$ cat src/rtl/pkt_tx_port_if.sv
// Ingress-side bundle for one switch port transmitter.
//
// Groups the descriptor handshake, the payload word stream, the switch
// backpressure input and the framed write bus that feeds the switch.
//   master : the transmitter (pkt_tx_port). It accepts descriptors and payload
//            words, observes full, and drives wr_sop/wr_eop/wr_vld/wr_data.
//   slave  : the environment. It supplies descriptors and payload words,
//            drives full, and receives the framed write bus.
interface pkt_tx_port_if #(
    parameter int PORT_NUB_TOTAL = 16,
    parameter int DATA_WIDTH     = 64,
    parameter int PRIO_WIDTH     = 3,
    parameter int LEN_WIDTH      = 8
);
    localparam int WIDTH_SEL = $clog2(PORT_NUB_TOTAL);

    logic                  desc_vld;
    logic                  desc_rdy;
    logic [WIDTH_SEL-1:0]  desc_dest;
    logic [PRIO_WIDTH-1:0] desc_prio;
    logic [LEN_WIDTH-1:0]  desc_len;

    logic                  pl_vld;
    logic                  pl_rdy;
    logic [DATA_WIDTH-1:0] pl_data;

    logic                  full;

    logic                  wr_sop;
    logic                  wr_eop;
    logic                  wr_vld;
    logic [DATA_WIDTH-1:0] wr_data;

    modport master (
        input  desc_vld, desc_dest, desc_prio, desc_len,
        input  pl_vld, pl_data,
        input  full,
        output desc_rdy, pl_rdy,
        output wr_sop, wr_eop, wr_vld, wr_data
    );

    modport slave (
        output desc_vld, desc_dest, desc_prio, desc_len,
        output pl_vld, pl_data,
        output full,
        input  desc_rdy, pl_rdy,
        input  wr_sop, wr_eop, wr_vld, wr_data
    );
endinterface

$ cat src/rtl/pkt_tx_port.sv
// Per-port packet transmitter for the shared-cache switch ingress.
//
// Accepts a descriptor (dest, prio, len), then frames one packet onto the
// switch write bus: a sop pulse, a header word, len payload words, and an
// eop pulse. Every output is a flop, so each decision taken on a clock edge
// shows up on the bus in the following cycle.
//
// Ports:
//   clk, rst  clock and asynchronous active-high reset
//   bus       pkt_tx_port_if.master: descriptor in, payload in, full in,
//             framed write bus out
//   busy      packet in progress, from the SOP state through the eop cycle
//   len_err   one-cycle pulse after a zero-length descriptor is rejected
//   pkt_cnt   packets completed, wraps silently
module pkt_tx_port #(
    parameter int PORT_NUB_TOTAL = 16,
    parameter int DATA_WIDTH     = 64,
    parameter int PRIO_WIDTH     = 3,
    parameter int LEN_WIDTH      = 8,
    parameter int CNT_WIDTH      = 16
) (
    input  logic                 clk,
    input  logic                 rst,
    pkt_tx_port_if.master        bus,
    output logic                 busy,
    output logic                 len_err,
    output logic [CNT_WIDTH-1:0] pkt_cnt
);
    localparam int WIDTH_SEL = $clog2(PORT_NUB_TOTAL);

    typedef enum logic [2:0] {
        ST_IDLE,
        ST_SOP,
        ST_HEAD,
        ST_BODY,
        ST_EOP
    } state_t;

    state_t                state_q,   state_d;
    logic [WIDTH_SEL-1:0]  dest_q,    dest_d;
    logic [PRIO_WIDTH-1:0] prio_q,    prio_d;
    logic [LEN_WIDTH-1:0]  len_q,     len_d;
    logic [LEN_WIDTH-1:0]  remain_q,  remain_d;
    logic                  desc_rdy_q, desc_rdy_d;
    logic                  pl_rdy_q,  pl_rdy_d;
    logic                  wr_sop_q,  wr_sop_d;
    logic                  wr_eop_q,  wr_eop_d;
    logic                  wr_vld_q,  wr_vld_d;
    logic [DATA_WIDTH-1:0] wr_data_q, wr_data_d;
    logic                  busy_q,    busy_d;
    logic                  len_err_q, len_err_d;
    logic [CNT_WIDTH-1:0]  pkt_cnt_q, pkt_cnt_d;
    logic [DATA_WIDTH-1:0] header;
    logic                  desc_accept;
    logic                  pl_accept;

    // Header word built from the latched descriptor; unused upper bits stay 0.
    always_comb begin
        header = '0;
        header[WIDTH_SEL-1:0]                       = dest_q;
        header[WIDTH_SEL +: PRIO_WIDTH]             = prio_q;
        header[WIDTH_SEL + PRIO_WIDTH +: LEN_WIDTH] = len_q;
    end

    // pl_rdy is registered, so a word offered in the cycle after full rises
    // is still taken; this is the single beat in flight the switch absorbs.
    assign desc_accept = bus.desc_vld && desc_rdy_q;
    assign pl_accept   = bus.pl_vld && pl_rdy_q;

    always_comb begin
        state_d   = state_q;
        dest_d    = dest_q;
        prio_d    = prio_q;
        len_d     = len_q;
        remain_d  = remain_q;
        wr_sop_d  = 1'b0;
        wr_eop_d  = 1'b0;
        wr_vld_d  = 1'b0;
        wr_data_d = wr_data_q;
        len_err_d = 1'b0;
        pkt_cnt_d = pkt_cnt_q;

        case (state_q)
            ST_IDLE: begin
                if (desc_accept) begin
                    if (bus.desc_len != '0) begin
                        dest_d   = bus.desc_dest;
                        prio_d   = bus.desc_prio;
                        len_d    = bus.desc_len;
                        remain_d = bus.desc_len;
                        state_d  = ST_SOP;
                    end else begin
                        len_err_d = 1'b1;
                    end
                end
            end
            ST_SOP: begin
                if (!bus.full) begin
                    wr_sop_d = 1'b1;
                    state_d  = ST_HEAD;
                end
            end
            ST_HEAD: begin
                if (!bus.full) begin
                    wr_vld_d  = 1'b1;
                    wr_data_d = header;
                    state_d   = ST_BODY;
                end
            end
            ST_BODY: begin
                if (pl_accept) begin
                    wr_vld_d  = 1'b1;
                    wr_data_d = bus.pl_data;
                    remain_d  = remain_q - LEN_WIDTH'(1);
                    if (remain_q == LEN_WIDTH'(1)) begin
                        state_d = ST_EOP;
                    end
                end
            end
            ST_EOP: begin
                wr_eop_d  = 1'b1;
                pkt_cnt_d = pkt_cnt_q + CNT_WIDTH'(1);
                state_d   = ST_IDLE;
            end
            default: begin
                state_d = ST_IDLE;
            end
        endcase

        // Handshake and status flops look at the state being entered so they
        // line up with the cycle in which that state is active. The eop beat
        // is issued on the way back to IDLE, so busy also covers it.
        desc_rdy_d = (state_d == ST_IDLE);
        pl_rdy_d   = (state_d == ST_BODY) && !bus.full;
        busy_d     = (state_d != ST_IDLE) || wr_eop_d;
    end

    always_ff @(posedge clk or posedge rst) begin
        if (rst) begin
            state_q    <= ST_IDLE;
            dest_q     <= '0;
            prio_q     <= '0;
            len_q      <= '0;
            remain_q   <= '0;
            desc_rdy_q <= 1'b0;
            pl_rdy_q   <= 1'b0;
            wr_sop_q   <= 1'b0;
            wr_eop_q   <= 1'b0;
            wr_vld_q   <= 1'b0;
            wr_data_q  <= '0;
            busy_q     <= 1'b0;
            len_err_q  <= 1'b0;
            pkt_cnt_q  <= '0;
        end else begin
            state_q    <= state_d;
            dest_q     <= dest_d;
            prio_q     <= prio_d;
            len_q      <= len_d;
            remain_q   <= remain_d;
            desc_rdy_q <= desc_rdy_d;
            pl_rdy_q   <= pl_rdy_d;
            wr_sop_q   <= wr_sop_d;
            wr_eop_q   <= wr_eop_d;
            wr_vld_q   <= wr_vld_d;
            wr_data_q  <= wr_data_d;
            busy_q     <= busy_d;
            len_err_q  <= len_err_d;
            pkt_cnt_q  <= pkt_cnt_d;
        end
    end

    assign bus.desc_rdy = desc_rdy_q;
    assign bus.pl_rdy   = pl_rdy_q;
    assign bus.wr_sop   = wr_sop_q;
    assign bus.wr_eop   = wr_eop_q;
    assign bus.wr_vld   = wr_vld_q;
    assign bus.wr_data  = wr_data_q;
    assign busy         = busy_q;
    assign len_err      = len_err_q;
    assign pkt_cnt      = pkt_cnt_q;
endmodule

$ cat src/flat_wrapper.sv
// flat-port wrapper written by rule: the top's interface ports become plain ports
module pkt_tx_port_flat 
#(
    parameter int PORT_NUB_TOTAL = 16,
    parameter int DATA_WIDTH     = 64,
    parameter int PRIO_WIDTH     = 3,
    parameter int LEN_WIDTH      = 8,
    parameter int CNT_WIDTH      = 16
)
  (clk, rst, busy, len_err, pkt_cnt, bus_desc_vld, bus_desc_dest, bus_desc_prio, bus_desc_len, bus_pl_vld, bus_pl_data, bus_full, bus_desc_rdy, bus_pl_rdy, bus_wr_sop, bus_wr_eop, bus_wr_vld, bus_wr_data);
  pkt_tx_port_if #(.PORT_NUB_TOTAL(PORT_NUB_TOTAL), .DATA_WIDTH(DATA_WIDTH), .PRIO_WIDTH(PRIO_WIDTH), .LEN_WIDTH(LEN_WIDTH)) bus_i ();
  input  logic clk;
  input  logic rst;
  output logic busy;
  output logic len_err;
  output logic [CNT_WIDTH-1:0] pkt_cnt;
  input wire logic [$bits(bus_i.desc_vld)-1:0] bus_desc_vld;
  input wire logic [$bits(bus_i.desc_dest)-1:0] bus_desc_dest;
  input wire logic [$bits(bus_i.desc_prio)-1:0] bus_desc_prio;
  input wire logic [$bits(bus_i.desc_len)-1:0] bus_desc_len;
  input wire logic [$bits(bus_i.pl_vld)-1:0] bus_pl_vld;
  input wire logic [$bits(bus_i.pl_data)-1:0] bus_pl_data;
  input wire logic [$bits(bus_i.full)-1:0] bus_full;
  output wire logic [$bits(bus_i.desc_rdy)-1:0] bus_desc_rdy;
  output wire logic [$bits(bus_i.pl_rdy)-1:0] bus_pl_rdy;
  output wire logic [$bits(bus_i.wr_sop)-1:0] bus_wr_sop;
  output wire logic [$bits(bus_i.wr_eop)-1:0] bus_wr_eop;
  output wire logic [$bits(bus_i.wr_vld)-1:0] bus_wr_vld;
  output wire logic [$bits(bus_i.wr_data)-1:0] bus_wr_data;
  assign bus_i.desc_vld = bus_desc_vld;
  assign bus_i.desc_dest = bus_desc_dest;
  assign bus_i.desc_prio = bus_desc_prio;
  assign bus_i.desc_len = bus_desc_len;
  assign bus_i.pl_vld = bus_pl_vld;
  assign bus_i.pl_data = bus_pl_data;
  assign bus_i.full = bus_full;
  assign bus_desc_rdy = bus_i.desc_rdy;
  assign bus_pl_rdy = bus_i.pl_rdy;
  assign bus_wr_sop = bus_i.wr_sop;
  assign bus_wr_eop = bus_i.wr_eop;
  assign bus_wr_vld = bus_i.wr_vld;
  assign bus_wr_data = bus_i.wr_data;
  pkt_tx_port #(.PORT_NUB_TOTAL(PORT_NUB_TOTAL), .DATA_WIDTH(DATA_WIDTH), .PRIO_WIDTH(PRIO_WIDTH), .LEN_WIDTH(LEN_WIDTH), .CNT_WIDTH(CNT_WIDTH)) u_core (.clk(clk), .rst(rst), .bus(bus_i), .busy(busy), .len_err(len_err), .pkt_cnt(pkt_cnt));
endmodule
$ cat config.mk
export PLATFORM = sky130hd
export DESIGN_NAME = pkt_tx_port_flat
export DESIGN_NICKNAME = d
export VERILOG_FILES = /design/src/rtl/pkt_tx_port_if.sv /design/src/rtl/pkt_tx_port.sv /design/src/flat_wrapper.sv
export SDC_FILE = /design/constraint.sdc
export NUM_CORES = 1
export LEC_CHECK = 0
export CORE_MARGIN = 2
export CORE_UTILIZATION = 41
export CTS_CLUSTER_DIAMETER = 40
export DETAILED_ROUTE_END_ITERATION = 7
export PLACE_DENSITY = 0.75
export SLEW_MARGIN = 20
export SYNTH_ARGS = -nofsm -noshare
export SYNTH_HDL_FRONTEND = slang
export SYNTH_SLANG_ARGS = --single-unit
export TNS_END_PERCENT = 50
$ cat constraint.sdc
create_clock -name clk -period 3.84 [get_ports clk]
set_input_delay 0.768 -clock clk [delete_from_list [all_inputs] [get_ports clk]]
set_output_delay 0.768 -clock clk [all_outputs]
set_load 0.01 [all_outputs]
**Word-level counts from Yosys, hierarchy flattened**

Cells that the tools add are included.
Widths: inputs -> output; s select.

- Add/subtract/negate cells: 2
- Equal/unequal tests: 10
- Muxes and demuxes: 22
- Reductions and logical operators: 14

Operators by type and width:

| cell | number |
|---|---|
| $mux 64 | 2 |
| $pmux 64 s2 | 1 |
| $mux 8 | 3 |
| $mux 3 | 6 |
| $add 16x1->16 const B | 1 |
| $pmux 8 s2 | 1 |
| $pmux 3 s4 | 1 |
| $eq 3x2->1 const B | 3 |
| $eq 8x1->1 const B | 1 |
| $reduce_bool 8->1 | 1 |
| $sub 8x1->8 const B | 1 |
| $mux 1 | 7 |
| $logic_not 3->1 | 2 |
| $ne 2x1->1 const B | 3 |
| $reduce_and 3->1 | 2 |
| $reduce_and 4->1 | 1 |
| $reduce_bool 2->1 | 2 |
| $eq 3x1->1 const B | 1 |
| $eq 3x3->1 const B | 1 |
| $logic_and 1x1->1 | 3 |
| $reduce_bool 3->1 | 1 |
| $ne 2x2->1 const B | 1 |
| $pmux 1 s2 | 1 |
| $logic_not 1->1 | 1 |
| $logic_or 1x1->1 | 1 |

- Register bits: 113
- Input bits: 84
- Output and inout bits: 87
- Logic and storage cells: 62

**Logic depth before layout (Yosys ltp)**

Gate-level depths: netlist of the first run.

- Depth in word-level cells: 6
- Mapped depth: 7
- Mapped depth without buffers: 6

**Least setup slack after synthesis of the first run**

Ideal clock, no wire load.

- Kind: input to register
- Start: input port bus_desc_vld
- End: register u_core.dest_q[3]
- Library setup time: 125 ps
- Arrival: 1891 ps
- Required time: 3715 ps
- Slack: 1825 ps
- Cell stages on the path: 5
- Buffers on the path: 1
- Cell sequence: nand2_1 > or4_4 > nor2_1 > buf_4 > mux2_2

- Cells in the longest elaborated chain, start to end: 2

RTL lines:

| element | line | source |
|---|---|---|
| start: declaration | flat_wrapper.sv:17 | `input wire logic [$bits(bus_i.desc_vld)-1:0] bus_desc_vld;` |
| $logic_and 1x1->1 | pkt_tx_port.sv:67 | `assign desc_accept = bus.desc_vld && desc_rdy_q;` |
| $reduce_and 3->1 (no line) | n/a |  |
| end signal: assignment | pkt_tx_port.sv:156 | `dest_q <= dest_d;` |
| end: declaration | pkt_tx_port.sv:40 | `logic [WIDTH_SEL-1:0] dest_q, dest_d;` |

No other way between the ends.
A chain may end at the register's enable or synchronous reset.

**Worst setup path in the final report of the first run**

- Start: input port bus_full
- End: register u_core.wr_data_q[59] (netlist: u_core.bus.wr_data[59])

- Cells in the longest elaborated chain, start to end: 2

RTL lines:

| element | line | source |
|---|---|---|
| start: declaration | flat_wrapper.sv:23 | `input wire logic [$bits(bus_i.full)-1:0] bus_full;` |
| $ne 2x2->1 (no line) | n/a |  |
| $reduce_and 3->1 (no line) | n/a |  |
| end signal: assignment | pkt_tx_port.sv:165 | `wr_data_q <= wr_data_d;` |
| end: declaration | pkt_tx_port.sv:49 | `logic [DATA_WIDTH-1:0] wr_data_q, wr_data_d;` |

No other way between the ends.

==> summary.md, run 1 <==
| Metric | Value |
|---|---|
| Final setup skew | `roughly 9 ps` |
| Max-slew violation count | `0` |
| Share of cells above drive strength 1 | `a little under a tenth` |
| Compound-Gate Fraction of Synth Area | `between 5 and 6%` |
| First-pass GRT wire length | `21,300 um` |
| Final Net Count | `about 750` |
| Num CTS Buffers | `17` |
| Ports | `about 170` |
| Most frequent cells in the layout | `170 x clkdlybuf4s50_1, 150 x nand2_1, 113 x dfrtp_1` |
| Adder-cell area share of the yosys netlist | `less than 1%` |
| Warning count from the yosys run | `0` |
| Initial antenna violation count | `0` |
| CORE AREA | `11,500 um^2` |
| Max_slew headroom | `between 50% and 60%` |
| Fin cells | `between 800 and 900` |
| Setup repair bufs after CTS | `0` |
| RSZ-0062 raised after global routing | `false` |
| Worst setup path start | `bus_full` |
| Cell Chain, Critical Path | `clkdlybuf4s50_1 -> nor2b_1 -> a211o_1 -> inv_2 -> buf_12 -> nand3_1 -> nand2_1` |
| Avg Cell Area, Syn | `around 9.7 um^2` |
| Max incr delay on CP | `just under 500 ps` |
| Tot GR Track Use | `approximately a fifth` |
| Die width | `113 um` |
| Final Wtd Congestion | `between 0.8 and 0.9` |
| TritonCTS clock tree | `done` |
| Hold crit path type | `reg -> reg` |
| Max clock buf depth | `2` |
| Post-synth EDFFs | `0` |
| Die height | `113 um` |
| Routed Antenna Nets | `0` |
| #FFs+latches synth | `113` |
| Final Cycle Share | `a little over three fifths` |
| WHS | `between 400 and 500 ps` |
| Clk sinks | `between 100 and 150` |
| Final Routed Wirelength | `~13,000 um` |
| PortBufs | `170` |
| Clock transition at path regs | `roughly 50 ps` |
| Cell area after synthesis | `between 4000 and 5000 um^2` |
| Post-synth net total | `just under 600` |
| Largest family of logic cells by synthesized area | `simple AND/OR/NAND/NOR gates` |
| Worst-Margin Slew | `743 ps` |
| Initial Utilization | `roughly 42%` |
| Worst EP arrival | `about 2800 ps` |
| CTS H-tree lvls | `4` |
| Full die area | `around 13,000 um^2` |
| Cells after Synth | `around 500` |
| Sequential share of the synthesized area | `about three fifths` |
| Multiplexer share of the synthesized area | `3.73%` |
| Critical Path Source Type | `input pin` |
| Pwr/cell area | `about 490 nW/um^2` |
| Avg WL per Cell | `between 15 and 20 um` |
| Max cap viols | `0` |
| Post-DP HPWL | `8720 um` |
| Fill cells | `around 960` |
| Count of cell types in the netlist | `44` |
| Min Tclk post-route | `roughly 2400 ps` |
| Cell count after placement | `~800` |
| FF-to-FF Start | `u_core.state_q[2]$_DFF_PP0_` |
| Critical path class | `in -> reg` |
| Status | `complete, no violations` |
| Largest net degree at the start of global routing | `between 70 and 80` |
| Via Count | `4,263` |
| Post-synthesis simple-gate area fraction | `25.1%` |
| DRC Markers | `0` |
| Pleak | `around 3.4 nW` |
| CP max stage cell | `inv_2` |
| Critical Path End Type | `flop` |
| Peak supply drop | `0.227 mV` |
| Hold_sp | `u_core.bus.wr_data[19]$_DFFE_PP0P_` |
| P&R area growth vs syn | `51.1%` |
| Drt via density | `~5.2` |
| WP data required | `4180 ps` |
| Final setup vio count | `0` |
| Root buffer cell | `clkbuf_16` |
| Row count | `39` |
| Hold Buf Count CTS | `0` |
| Commonest non-fill, non-tap cell in the layout | `clkdlybuf4s50_1` |
| Cts repair resizes | `0` |
| Fin. Hold Viols | `0` |
| Ant diodes | `0` |
| Initial DRC Count | `about 390` |
| Worst-Skew Late Latency | `410 ps` |
| Total grt overflow | `0` |
| Final TNS setup | `0 ps` |
| Synth Area in XOR/XNOR | `2.90%` |
| Commonest register cell after synthesis | `dfrtp_1` |
| DR pass1 iterations | `4` |
| Post-layout util | `a little under two thirds` |
| Ys async rst share | `100%` |
| Vias in the first global route | `4,368` |
| Max Freq | `about 410 MHz` |
| Crit path max fanout | `42` |
-- critical path, delay by kind of cell --
| kind | cells | cell delay, ps |
|---|---|---|
| buf+inv | 3 | 1250 |
| simple gates | 3 | 390 |
| compound gates | 1 | 320 |
-- kinds of logic (layout without fill, tap and decap cells) --
group,count (synthesis),after routing
compound gates,38,38
xor+xnor,16,16
fa+ha+maj,3,3
buf+inv,39,216
flops,113,113
mux,16,16
simple gates,273,273
-- cell type report --
cell class,instances,area (um^2),share of cell area (%)
clock inverters,10,181,2.49
repair buffers,176,1770,24.3
multi-input cells,346,1840,25.2
well taps,143,179,2.45
clock buffers,22,464,6.36
flip-flops and latches,113,2830,38.7
inverters,8,32.5,0.446
-- stage by stage --
step	instance area (um^2)	power (mW)	setup slack (ps)
final	7300	3.60	1420
after floorplan	4830	1.58	84.6
after detailed placement	6650	1.91	1020
after global placement	6650	1.90	1080
after CTS	7300	3.63	1430
after global routing	7300	3.76	1310
-- sequential cells by signal (all words and copies together) (netlist names), 3 cells and up --
| name | count |
|---|---|
| u_core.prio_q | 3 |
| u_core.len_q | 8 |
| u_core.remain_q | 8 |
| u_core.bus.wr_data | 64 |
| u_core.dest_q | 4 |
| u_core.pkt_cnt | 16 |
| u_core.state_q | 3 |
-- cell usage after synthesis, types with 3 or more instances --
| cell type | instances | share of area [%] |
|---|---|---|
| buf_2 | 7 | 0.72 |
| o211ai_1 | 3 | 0.47 |
| nand4_1 | 3 | 0.39 |
| clkbuf_1 | 21 | 1.6 |
| a31oi_1 | 15 | 1.9 |
| a21oi_1 | 4 | 0.41 |
| inv_1 | 7 | 0.54 |
| nand3_1 | 57 | 5.9 |
| o221ai_1 | 6 | 1.1 |
| nand2b_1 | 3 | 0.39 |
| nand2_1 | 150 | 12 |
| nor2_1 | 32 | 2.5 |
| xor2_1 | 7 | 1.3 |
| nor4_1 | 5 | 0.65 |
| mux2_2 | 16 | 3.7 |
| xnor2_1 | 9 | 1.6 |
| ha_1 | 3 | 0.78 |
| nor3_1 | 4 | 0.41 |
| dfrtp_1 | 113 | 59 |
| and2_1 | 3 | 0.39 |
-- where the power goes --
group	total [mW]	internal, mW	switching [mW]
Sequential	1.37	1.30	0.0686
Clock	1.71	1.18	0.525
Combinational	0.527	0.299	0.227
-- worst paths after layout --
check,cells past startpoint,endpoint,slack [ps]
min,2,u_core.bus.wr_data[19]$_DFFE_PP0P_,460
max in group asynchronous,3,u_core.state_q[1]$_DFF_PP0_,2250
min reg2reg,2,u_core.bus.wr_data[19]$_DFFE_PP0P_,460
max reg2reg,6,u_core.bus.wr_data[59]$_DFFE_PP0P_,1780
max,7,u_core.bus.wr_data[59]$_DFFE_PP0P_,1420
min in group asynchronous,2,u_core.bus.wr_data[38]$_DFFE_PP0P_,810
-- routing by layer --
layer,routed length (um),up-vias,global-route usage (%)
met3,798,31,5.08
met2,5930,170,32.8
met1,5610,2052,27.5
li1,-,2010,-
met5,0,-,0
met4,378,0,9.76
(Power assumes the default switching activity.)
==> inputs of run 2 (changes only) <==
- clock period: 3.84 -> 1.95 ns (I/O delays scaled with it)
==> summary.md, run 2 (synthesis gave the netlist of run 1 again) <==
| Metric | Value |
|---|---|
| Status | `complete, no violations` |
| P&R area growth vs syn | `56.8%` |
| Post-DP HPWL | `9490 um (+8.8%)` |
| Critical Path Source Type | `input pin` |
| Total Power | `6.91 mW (+92%)` |
| Ports | `171 (unchanged)` |
| Total grt overflow | `0 (unchanged)` |
| Worst-Skew Late Latency | `400 ps (about the same)` |
| Commonest non-fill, non-tap cell in the layout | `clkdlybuf4s50_1` |
| Critical Path End Type | `flop` |
| Initial Utilization | `42.1% (unchanged)` |
| Fin. Hold Viols | `0 (unchanged)` |
| Initial antenna violation count | `0 (unchanged)` |
| Clock transition at path regs | `50 ps (about the same)` |
| Hold crit path type | `in -> async` |
| Final setup vio count | `0 (unchanged)` |
| Pleak | `3.53 nW (+4.7%)` |
| Worst-Margin Slew | `395 ps (-347 ps)` |
| RSZ-0062 raised after global routing | `false` |
| Max_slew headroom | `73.4% (+23 points)` |
| Root buffer cell | `clkbuf_16` |
| Post-layout util | `66.1% (+2.4 points)` |
| Crit path max fanout | `19 (-55%)` |
| Avg WL per Cell | `15.6 um (about the same)` |
| Min Tclk post-route | `about 1900 ps` |
| Peak supply drop | `0.560 mV (+150%)` |
| Max cap viols | `0 (unchanged)` |
| Tot GR Track Use | `21.6% (+0.69 points)` |
| Vias in the first global route | `4,503 (+3.1%)` |
| Num CTS Buffers | `17 (unchanged)` |
| DP Worst Slack | `-312 ps (-1330 ps)` |
| Final setup skew | `10.2 ps (+1.39 ps)` |
| Fill cells | `921 (-4.3%)` |
| DRC Markers | `0 (unchanged)` |
| Worst Setup Slack, final | `94.3 ps (-1330 ps)` |
| Final Wtd Congestion | `0.866 (+1.0%)` |
| Die width | `113 um (unchanged)` |
| Row count | `39 (unchanged)` |
| CORE AREA | `11,500 um^2 (unchanged)` |
| Routed Antenna Nets | `0 (unchanged)` |
| First-pass GRT wire length | `22,000 um (+3.5%)` |
| Setup repair bufs after CTS | `0 (unchanged)` |
| Critical path class | `in -> reg` |
| CTS H-tree lvls | `4 (unchanged)` |
| Clk sinks | `113 (unchanged)` |
| Final Routed Wirelength | `13,200 um (+4.1%)` |
| Worst EP arrival | `2130 ps (-630 ps)` |
| Final Net Count | `782 (+4.4%)` |
| Die height | `113 um (unchanged)` |
| Full die area | `12,700 um^2 (unchanged)` |
| TritonCTS clock tree | `done` |
| Cell count after placement | `819 (+4.2%)` |
| Max clock buf depth | `2 (unchanged)` |
| Fin cells | `851 (+4.0%)` |
| Largest net degree at the start of global routing | `57 (-20%)` |
| Max FFs per register | `64 (unchanged)` |
| Drt via density | `5.07 (-2.8%)` |
| Final Cycle Share | `a little over nine tenths` |
| Share of cells above drive strength 1 | `13.8% (+4.7 points)` |
| Initial DRC Count | `245 (-37%)` |
| Final TNS setup | `0 ps (unchanged)` |
| Pwr/cell area | `913 nW/um^2 (+85%)` |
| Ant diodes | `0 (unchanged)` |
| Via Count | `4,313 (+1.2%)` |
| WP data required | `2230 ps (-1950 ps)` |
| Most frequent cells in the layout | `170 x clkdlybuf4s50_1, 150 x nand2_1, 113 x dfrtp_1` |
| Max-slew violation count | `0 (unchanged)` |
| DR pass1 iterations | `6 (+2)` |
| PortBufs | `170 (unchanged)` |
| Max Freq | `between 500 and 600 MHz` |
[run 2: cell types whose count changed in the layout (fill, tap and decap cells not counted), sizes merged]
| cell | delta |
|---|---|
| buf | +33 |
| clkbuf | -1 |
| clkinvlp | +1 |
| inv | -1 |
| bufinv | -2 |
| clkinv | +3 |
[run 2: per-layer routing]
| layer | global-route usage (%) | up-vias | wire length [um] |
|---|---|---|---|
| li1 | - | 2072 | - |
| met1 | 27.9 | 2054 | 5770 |
| met2 | 36.0 | 165 | 6470 |
| met3 | 5.18 | 22 | 775 |
| met4 | 6.83 | 0 | 221 |
| met5 | 0 | - | 0 |
[run 2: layout make-up]
cell class	count	area (um^2)	share of cell area (%)
clock buffers	21	460	6.08
clock inverters	11	136	1.80
inverters	8	33.8	0.446
multi-input cells	346	1860	24.5
flip-flops and latches	113	2830	37.3
well taps	143	179	2.36
repair buffers	209	2080	27.5
[run 2: worst paths after layout]
check	start	to	slack, ps	cells after the start
worst max register to register	u_core.state_q[1]$_DFF_PP0_	u_core.len_q[2]$_DFFE_PP0P_	100	4
max in group asynchronous	rst	u_core.bus.wr_sop$_DFF_PP0_	1040	3
worst min register to register	u_core.pkt_cnt[15]$_DFFE_PP0P_	u_core.pkt_cnt[15]$_DFFE_PP0P_	460	1
min in group clk	u_core.pkt_cnt[15]$_DFFE_PP0P_	u_core.pkt_cnt[15]$_DFFE_PP0P_	460	1
worst min-delay path	rst	u_core.bus.wr_data[52]$_DFFE_PP0P_	320	2
worst max-delay path	bus_desc_vld	u_core.len_q[2]$_DFFE_PP0P_	90	6
[run 2: repair_timing]
item                                    4_1_cts  5_1_grt
endpoints found under the setup margin        0       12
resized for setup                             0        3
hold buffers                                  0        0
[run 2: worst max-delay path, cell delays in order]
cell	delay, ps
clkdlybuf4s50_1	450
nand2_1	60
or4_4	420
nor2_1	240
buf_12	200
mux2_2	350
[run 2: stage by stage]
step | cell area, um^2 | hold slack [ps]
floorplan | 4840 | 456
detailed placement | 6970 | 456
finish | 7570 | 318
CTS | 7560 | 311
global route | 7570 | 330
global placement | 6970 | 448
[run 2: where the power goes]
part	internal, mW	switching [mW]
sequential	2.55	0.112
combinational	0.657	0.507
clock	2.06	1.02
total	5.27	1.64
